[config.mk]
export PLATFORM = sky130hd
export DESIGN_NAME = cnn_pool_relu
export DESIGN_NICKNAME = d
export VERILOG_FILES = /design/src/rtl/cnn_pool_relu.sv
export SDC_FILE = /design/constraint.sdc
export NUM_CORES = 1
export LEC_CHECK = 0
export BUFFER_PORTS_ARGS = -buffer_cell sky130_fd_sc_hd__buf_2
export CORE_ASPECT_RATIO = 0.5
export CORE_UTILIZATION = 39
export DETAILED_ROUTE_END_ITERATION = 6
export REMOVE_ABC_BUFFERS = 1
export SYNTH_ARGS = -nofsm -noshare
export SYNTH_HDL_FRONTEND = slang
export SYNTH_SLANG_ARGS = --single-unit
[constraint.sdc]
create_clock -name clk_i -period 3 [get_ports clk_i]
set_input_delay 0.3 -clock clk_i [delete_from_list [all_inputs] [get_ports clk_i]]
set_output_delay 0.3 -clock clk_i [all_outputs]
set_load 0.02 [all_outputs]
[src/rtl/cnn_pool_relu.sv]
// rtl/cnn_pool_relu.sv - streaming ReLU followed by 2x2 stride-2 max-pool over raster-ordered maps
module cnn_pool_relu #(
    parameter int M_p = 1,
    parameter int R_p = 4,
    parameter int C_p = 4,
    parameter int W_p = 16
) (
    input  logic           clk_i,
    input  logic           reset_n_i,
    input  logic           valid_i,
    output logic           ready_o,
    input  logic [W_p-1:0] data_i,
    output logic           valid_o,
    input  logic           ready_i,
    output logic [W_p-1:0] data_o,
    output logic           last_o,
    output logic           frame_o
);

    localparam int CW = $clog2(C_p);
    localparam int RW = $clog2(R_p);
    localparam int MW = (M_p > 1) ? $clog2(M_p) : 1;
    localparam int LB = C_p / 2;
    localparam int AW = (LB > 1) ? $clog2(LB) : 1;

    generate
        if ((R_p % 2) != 0 || R_p < 2 || (C_p % 2) != 0 || C_p < 2) begin : g_bad_geom
            $error("cnn_pool_relu: R_p and C_p must be even and >= 2");
        end
    endgenerate

    logic [CW-1:0]  col_q, col_d;
    logic [RW-1:0]  row_q, row_d;
    logic [MW-1:0]  map_q, map_d;
    logic [W_p-1:0] hold_q, hold_d;
    logic [W_p-1:0] data_q, data_d;
    logic           valid_q, valid_d;
    logic           last_q, last_d;
    logic           frame_q, frame_d;

    logic [W_p-1:0] linebuf_q [LB];
    logic           lb_we;
    logic [AW-1:0]  lb_addr;
    logic [W_p-1:0] lb_wdata;
    logic [W_p-1:0] lb_rdata;

    logic           in_beat;
    logic           pix_last;
    logic [W_p-1:0] relu;

    function automatic logic [W_p-1:0] smax(input logic [W_p-1:0] a, input logic [W_p-1:0] b);
        return ($signed(a) > $signed(b)) ? a : b;
    endfunction

    assign ready_o  = ~valid_q | ready_i;
    assign in_beat  = valid_i & ready_o;
    assign relu     = data_i[W_p-1] ? '0 : data_i;
    assign lb_addr  = AW'(col_q >> 1);
    assign lb_rdata = linebuf_q[lb_addr];
    assign pix_last = (row_q == RW'(R_p - 1)) && (col_q == CW'(C_p - 1));

    always_comb begin
        col_d    = col_q;
        row_d    = row_q;
        map_d    = map_q;
        hold_d   = hold_q;
        data_d   = data_q;
        valid_d  = valid_q & ~ready_i;
        last_d   = last_q;
        frame_d  = frame_q;
        lb_we    = 1'b0;
        lb_wdata = '0;
        if (in_beat) begin
            if (col_q == CW'(C_p - 1)) begin
                col_d = '0;
                if (row_q == RW'(R_p - 1)) begin
                    row_d = '0;
                    map_d = (map_q == MW'(M_p - 1)) ? '0 : map_q + 1'b1;
                end else begin
                    row_d = row_q + 1'b1;
                end
            end else begin
                col_d = col_q + 1'b1;
            end
            // Window phase: top pair folds into the line buffer, bottom pair folds it back out.
            case ({row_q[0], col_q[0]})
                2'b00: hold_d = relu;
                2'b01: begin
                    lb_we    = 1'b1;
                    lb_wdata = smax(hold_q, relu);
                end
                2'b10: hold_d = smax(lb_rdata, relu);
                default: begin
                    data_d  = smax(hold_q, relu);
                    valid_d = 1'b1;
                    last_d  = pix_last;
                    frame_d = pix_last && (map_q == MW'(M_p - 1));
                end
            endcase
        end
    end

    always_ff @(posedge clk_i or negedge reset_n_i) begin
        if (!reset_n_i) begin
            col_q   <= '0;
            row_q   <= '0;
            map_q   <= '0;
            hold_q  <= '0;
            data_q  <= '0;
            valid_q <= 1'b0;
            last_q  <= 1'b0;
            frame_q <= 1'b0;
        end else begin
            col_q   <= col_d;
            row_q   <= row_d;
            map_q   <= map_d;
            hold_q  <= hold_d;
            data_q  <= data_d;
            valid_q <= valid_d;
            last_q  <= last_d;
            frame_q <= frame_d;
        end
    end

    always_ff @(posedge clk_i) begin
        if (lb_we) begin
            linebuf_q[lb_addr] <= lb_wdata;
        end
    end

    assign valid_o = valid_q;
    assign data_o  = data_q;
    assign last_o  = last_q;
    assign frame_o = frame_q;

endmodule

==> metrics.md, run 1 <==
| Metric | Value |
|---|---|
| Fmax achieved | `346 MHz` |
| Clock Path Buffers | `2` |
| Crit Path Class | `flip-flop to flip-flop` |
| Placed Cells | `514` |
| Worst skew pair latency | `approximately 0.34 ns` |
| Post-CTS Hold Buffers | `0` |
| Area of the multi-input gates | `between 1500 and 2000 um^2` |
| WP data arrival | `between 3 and 4 ns` |
| Cts repair resizes | `0` |
| Final worst setup slack | `0.114 ns` |
| # diodes | `0` |
| Global-route wire length before repair | `around 15 mm` |
| Row count | `25` |
| Final Max Slew Viols | `0` |
| Final setup viols | `0` |
| Synth Register Bits | `70` |
| Clock root cell | `clkbuf_16` |
| TritonCTS clock tree | `done` |
| Syn Inst Count | `around 330` |
| Setup crit end kind | `flip-flop` |
| Mapped cell area | `3940 um^2` |
| Static leakage | `about 2.1 nW` |
| Crit Path Max Fanout | `9` |
| Core area | `9630 um^2` |
| Critical path required time | `about 3.2 ns` |
| Startpoint type of the worst setup path | `flip-flop` |
| Top cell type's share of synthesized area | `about a quarter` |
| Routed len/inst | `16.5 um` |
| Max-slew headroom | `a little under two fifths` |
| HPWL after DPL | `around 6.5 mm` |
| Fin nets | `around 440` |
| Drc violations | `0` |
| Remaining antenna violation count after routing | `0` |
| GP Congestion | `between 0.8 and 0.9` |
| Final wirelength | `around 8.8 mm` |
| Synth cell count leaders | `dfrtp_1, nor2_1, mux2_2` |
| Die area | `10500 um^2` |
| Final Critical Period | `a little under 3 ns` |
| Top-count cell post-synth | `dfrtp_1` |
| Hold crit path type | `primary input to asynchronous set/reset pin` |
| Via density | `between 4 and 5` |
| Layout cells sized above 1 | `between 30% and 40%` |
| Total routing usage reported by global routing | `19.0%` |
| Number of global-route vias before repair | `approximately 2800` |
| Main synth FF type | `dfrtp_1` |
| Post-synth cell types | `38` |
| Outcome | `completed` |
| Max-cap violations | `0` |
| Clock Skew | `0.00605 ns` |
| Hold Vio Cnt, Final | `0` |
| Worst Max-Slew Pin Slew | `0.943 ns` |
| Cell count of the worst reg-to-reg path | `11` |
| I/O pin total | `40` |
| Fraction of registers with async set/reset | `about 54%` |
| Synth area leaders | `edfxtp_1, dfrtp_1, ha_1, mux2_2, mux2i_1` |
| Non-filler cells, final | `532` |
| Total power divided by cell area | `slightly below 1000 nW/um^2` |
| Fillers | `roughly 870` |
| Starting Density | `around 40%` |
| Post-CTS Setup Inserts | `0` |
| Total CTS buffers | `9` |
| Initial antenna violation count | `0` |
| Pre-CTS setup slack | `-0.0211 ns` |
| Peak VDD IR | `~0.3 mV` |
| Die Y | `~73 um` |
| Via count | `roughly 2600` |
| Drt initial violations | `149` |
| Syn avg cell area | `12.0 um^2` |
| Ys Warns | `0` |
| Largest net degree at the start of global routing | `39` |
| Port bufs | `39` |
| FF+latch area | `approximately 1900 um^2` |
| Yosys top cell by area | `edfxtp_1` |
| Worst-path clk slew | `~0.060 ns` |
| Seq/Total Area, Yosys | `a little under 50%` |
| Number of flops mapped to enable cells by yosys | `32` |
| Tcrit/Tclk final | `between 90% and 100%` |
| Drt pass-1 iters | `4` |
| Sink Count | `70` |
| Area growth syn-to-layout | `22.1%` |
| Die W | `between 100 and 150 um` |
| CTS H-tree depth | `3` |
| Gr ovfl total | `0` |
==> layout by cell type (no fill, tap or decap), types with 2 or more instances in the layout <==
master,n
o21ai_0,4
and4b_1,2
nor3_1,2
nand4_1,4
a21oi_1,27
conb_1,2
mux2_2,34
and2b_2,10
nor2b_1,8
bufinv_16,3
mux2i_1,18
clkbuf_16,9
o211ai_1,2
and2_1,3
nand3_1,4
nor2_1,36
buf_4,25
ha_1,32
inv_1,17
buf_12,3
a21o_1,4
buf_2,39
nand2_1,13
mux2_4,10
dfrtp_1,38
edfxtp_1,32
==> worst max-delay path, stage by stage, from the launching register on <==
cell and delay, ns:
dfrtp_1 0.34, buf_4 0.14, buf_4 0.17, mux2_2 0.36, ha_1 0.28, nand2_1 0.08
nor4_4 0.33, nand2_1 0.12, a21o_1 0.19, a31oi_4 0.25, buf_12 0.18, mux2_2 0.34
==> through the flow <==
stage	hold WS, ns	util (%)	cell area (um^2)	setup TNS, ns	total power (W)
6_report	0.108	49.9	4810	0	0.00476
5_1_grt	0.187	49.9	4810	-0.0175	0.00508
4_1_cts	0.138	49.8	4790	0	0.00479
3_5_place_dp	0.472	46.2	4450	-0.0448	0.00354
3_3_place_gp	0.463	46.2	4450	0	0.00348
2_1_floorplan	0.00441	-	3850	-0.0916	0.00282
==> state kept, by name, indices dropped and copies added (netlist names) <==
register / cells
col_q: 2
data_o: 16
hold_q: 16
row_q: 2
last_o: 1
valid_o: 1
linebuf_q: 32
==> cell type report <==
cell class                      instances  share of cell area (%)
Clock inverter                          6                    2.24
Clock buffer                           10                    4.97
Inverter                               17                    1.33
Timing Repair Buffer                   67                    9.21
Multi-Input combinational cell        227                    39.0
Sequential cell                        70                    39.8
Tap cell                              135                    3.51
==> cell families after synthesis <==
logic type / share of synthesized area (%)
AOI/OAI and AO/OA: 7.34
adders and majority gates: 10.2
buffers and inverters: 3.94
DFF: 48.5
muxes: 18.1
other: 0.0952
and+or+nand+nor: 11.8
==> where the power goes <==
group | internal [W] | switching (W)
logic | 0.000971 | 0.00107
clock network | 0.000833 | 0.000397
registers | 0.00131 | 0.000175
total | 0.00312 | 0.00165
==> layer usage <==
layer  wire length (um)  track usage (%)  vias up
li1                   -                -     1295
met4                 78             6.62        0
met1               4130             24.8     1283
met3                420             4.13        7
met5                  0                0        -
met2               4140             31.6       48
==> worst paths after layout <==
kind                                              from                     end  slack (ns)
worst max-delay path              col_q[1]$_DFFE_PN0P_   hold_q[2]$_DFFE_PN0P_        0.11
worst min-delay path                         reset_n_i   data_o[6]$_DFFE_PN0P_        0.11
worst max register to register    col_q[1]$_DFFE_PN0P_   hold_q[2]$_DFFE_PN0P_        0.11
worst min register to register  data_o[15]$_DFFE_PN0P_  data_o[15]$_DFFE_PN0P_        0.48
max in group asynchronous                    reset_n_i  hold_q[10]$_DFFE_PN0P_        2.31
min in group clk_i                             ready_i       valid_o$_DFF_PN0_        0.29
Note: power is estimated with default switching activity, not from simulation.
==> inputs of run 2 (changes only) <==
--- a/config.mk
+++ b/config.mk
@@ -7,8 +7,9 @@
 export LEC_CHECK = 0
 export BUFFER_PORTS_ARGS = -buffer_cell sky130_fd_sc_hd__buf_2
 export CORE_ASPECT_RATIO = 0.5
-export CORE_UTILIZATION = 39
+export CORE_UTILIZATION = 45
 export DETAILED_ROUTE_END_ITERATION = 6
+export PLACE_DENSITY = 0.66
 export REMOVE_ABC_BUFFERS = 1
 export SYNTH_ARGS = -nofsm -noshare
 export SYNTH_HDL_FRONTEND = slang
==> run 2 against run 1 <==
Via count decreased by 2.5%. Non-clock buffer count decreased by 10. Flip-flop and latch count unchanged. Combinational power decreased by 4%. Clock skew about the same. Sequential share of layout area increased by 1.7 points. Core utilization increased by 6.2 points. Setup slack improved by 0.011 ns. Routed wire length decreased by 5.2%. Global-route usage increased by 1.5 points. Maximum frequency increased by 0.39%. Count of clock-buffer cells in the layout increased by 2. Largest cell class unchanged. Highest routed layer unchanged.
==> metrics.md, run 2 (synthesized netlist as in run 1, its figures left out) <==
| Metric | Value |
|---|---|
| Outcome | `completed` |
| Non-filler cells, final | `499 (-6.2%)` |
| Drt initial violations | `124 (-17%)` |
| Area of the multi-input gates | `1880 um^2 (unchanged)` |
| Clock root cell | `clkbuf_16` |
| HPWL after DPL | `6.13 mm (-5.2%)` |
| Drc violations | `0 (unchanged)` |
| M2 GR Usage | `34.1% (+2.6 points)` |
| # diodes | `0 (unchanged)` |
| Cts repair resizes | `0 (unchanged)` |
| Via density | `5.14 (+3.9%)` |
| Fillers | `704 (-19%)` |
| Remaining antenna violation count after routing | `0 (unchanged)` |
| Worst Max-Slew Pin Slew | `0.947 ns (+0.00407 ns)` |
| Worst R2R End | `hold_q[9]$_DFFE_PN0P_` |
| Row count | `23 (-8.0%)` |
| Fmax achieved | `348 MHz (+0.39%)` |
| Crit path cell chain | `buf_12 > mux2_2 > ha_1 > a21oi_1 > o21ai_0 > a2111oi_2 > buf_4 > a31oi_4 > buf_12 > mux2_4` |
| Max-slew headroom | `36.9% (-0.27 points)` |
| Register bank with the most flops | `linebuf_q` |
| Final setup viols | `0 (unchanged)` |
| Critical path's slowest cell | `a2111oi_2` |
| Largest net degree at the start of global routing | `39 (unchanged)` |
| Hold crit path type | `primary input to asynchronous set/reset pin` |
| Most common cell after layout, fill and taps aside | `buf_2` |
| RSZ-0062 raised after global routing | `no` |
| GP Congestion | `0.865 (+3.9%)` |
| Initial antenna violation count | `0 (unchanged)` |
| Die area | `9150 um^2 (-13%)` |
| Max stage delay on crit path | `0.49 ns (+0.13 ns)` |
| Final worst setup slack | `0.125 ns (+0.0112 ns)` |
| Max-cap violations | `0 (unchanged)` |
| Total routing usage reported by global routing | `20.6% (+1.5 points)` |
| Starting Density | `47.9% (+7.0 points)` |
| Crit Path Max Fanout | `11 (+2)` |
| Max reg flops | `32 (unchanged)` |
| Global-route track usage on met1 | `26.6% (+1.8 points)` |
| Setup crit end kind | `flip-flop` |
| Final Max Slew Viols | `0 (unchanged)` |
| Post-CTS Setup Inserts | `0 (unchanged)` |
| CTS H-tree depth | `3 (unchanged)` |
| Worst skew pair latency | `0.33 ns (about the same)` |
| Drt pass-1 iters | `4 (unchanged)` |
| FF+latch area | `1910 um^2 (unchanged)` |
| Crit Path Class | `flip-flop to flip-flop` |
| Final Critical Period | `2.87 ns (-0.0112 ns)` |
| Fin nets | `434 (-2.3%)` |
| Most frequent CP cell | `buf_12` |
| Global-route wire length before repair | `13.8 mm (-5.2%)` |
| Commonest cells after routing, fill and taps aside | `buf_2, dfrtp_1, nor2_1` |
| Hold Vio Cnt, Final | `0 (unchanged)` |
| Via count | `2567 (-2.5%)` |
| I/O pin total | `40 (unchanged)` |
| Die Y | `68.2 um (-6.7%)` |
| Critical path required time | `3.21 ns (about the same)` |
| Startpoint type of the worst setup path | `flip-flop` |
| R2R setup slack | `0.13 ns (about the same)` |
| Clock Path Buffers | `2 (unchanged)` |
| Static leakage | `2.05 nW (-4.2%)` |
| Sink Count | `70 (unchanged)` |
| Met3 Use GR | `5.56% (+1.4 points)` |
| Layout cells sized above 1 | `33.3% (-1.9 points)` |
| Core area | `8230 um^2 (-15%)` |
| Gr ovfl total | `0 (unchanged)` |
| Number of global-route vias before repair | `2654 (-6.8%)` |
| Port bufs | `39 (unchanged)` |
| WP data arrival | `3.09 ns (about the same)` |
| Reg2reg start | `col_q[1]$_DFFE_PN0P_` |
| Total CTS buffers | `9 (unchanged)` |
| Total power divided by cell area | `956 nW/um^2 (-3.5%)` |
| Most Crowded Layer GR | `met2` |
| Tcrit/Tclk final | `95.8% (-0.37 points)` |
| Peak VDD IR | `0.379 mV (+28%)` |
| Post-CTS Hold Buffers | `0 (unchanged)` |
| Die W | `134 um (-6.8%)` |
| Clock Skew | `0.00571 ns (-0.000344 ns)` |
| Final wirelength | `8.30 mm (-5.2%)` |
| Worst-path clk slew | `0.06 ns (about the same)` |
| TritonCTS clock tree | `done` |
| Cell count of the worst reg-to-reg path | `10 (-1)` |
| Routed len/inst | `16.6 um (+1.0%)` |
| Area growth syn-to-layout | `17.2%` |
| Placed Cells | `483 (-6.0%)` |
| Pre-CTS setup slack | `-0.0892 ns (-0.0681 ns)` |
run 2: cell type report:
class | instances | area share (%)
Sequential cell | 70 | 41.4
Inverter | 17 | 1.38
Clock buffer | 12 | 5.34
Timing Repair Buffer | 57 | 7.70
Clock inverter | 4 | 0.488
Tap cell | 112 | 3.04
Multi-Input combinational cell | 227 | 40.6
run 2: critical path, delay by kind of cell (launching register included):
family	cells	cell delay, ns
adders and majority gates	1	0.30
buffers and inverters	3	0.52
muxes	2	0.66
DFF	1	0.40
AOI/OAI and AO/OA	4	0.87
run 2: worst max path at each step:
stage                                    start                        end  slack (ns)
final                     col_q[1]$_DFFE_PN0P_      hold_q[9]$_DFFE_PN0P_        0.13
after global routing      col_q[1]$_DFFE_PN0P_      hold_q[4]$_DFFE_PN0P_       0.005
after CTS                 col_q[1]$_DFFE_PN0P_      hold_q[4]$_DFFE_PN0P_        0.14
after detailed placement            data_i[15]  linebuf_q[1][5]$_DFFE_PP_       -0.09
after global placement              data_i[15]  linebuf_q[0][1]$_DFFE_PP_        0.05
after floorplan           col_q[1]$_DFFE_PN0P_      hold_q[1]$_DFFE_PN0P_       -0.02
run 2: per-stage QoR:
stage          TNS, ns  util, %  cell area [um^2]  total power [W]  hold slack, ns
5_1_grt              0     56.1              4620          0.00473           0.183
3_5_place_dp    -0.910     52.8              4350          0.00347           0.489
2_1_floorplan  -0.0916        -              3850          0.00282         0.00441
3_3_place_gp         0     52.8              4350          0.00342           0.474
4_1_cts              0     56.1              4620          0.00445           0.151
6_report             0     56.1              4620          0.00441           0.115
run 2: layer usage:
layer / routed length, um / vias up / share of wire (%)
li1: - / 1279 / -
met1: 4130 / 1239 / 50
met2: 3780 / 40 / 45
met3: 286 / 9 / 3.4
met4: 109 / 0 / 1.3
met5: 0 / - / 0
run 2: report_power, final:
part	internal [W]	switching [W]	leakage, nW	total, W
Sequential	0.00131	0.000179	0.768	0.00149
Clock	0.000577	0.000380	0.132	0.000957
Combinational	0.000927	0.00104	1.15	0.00196
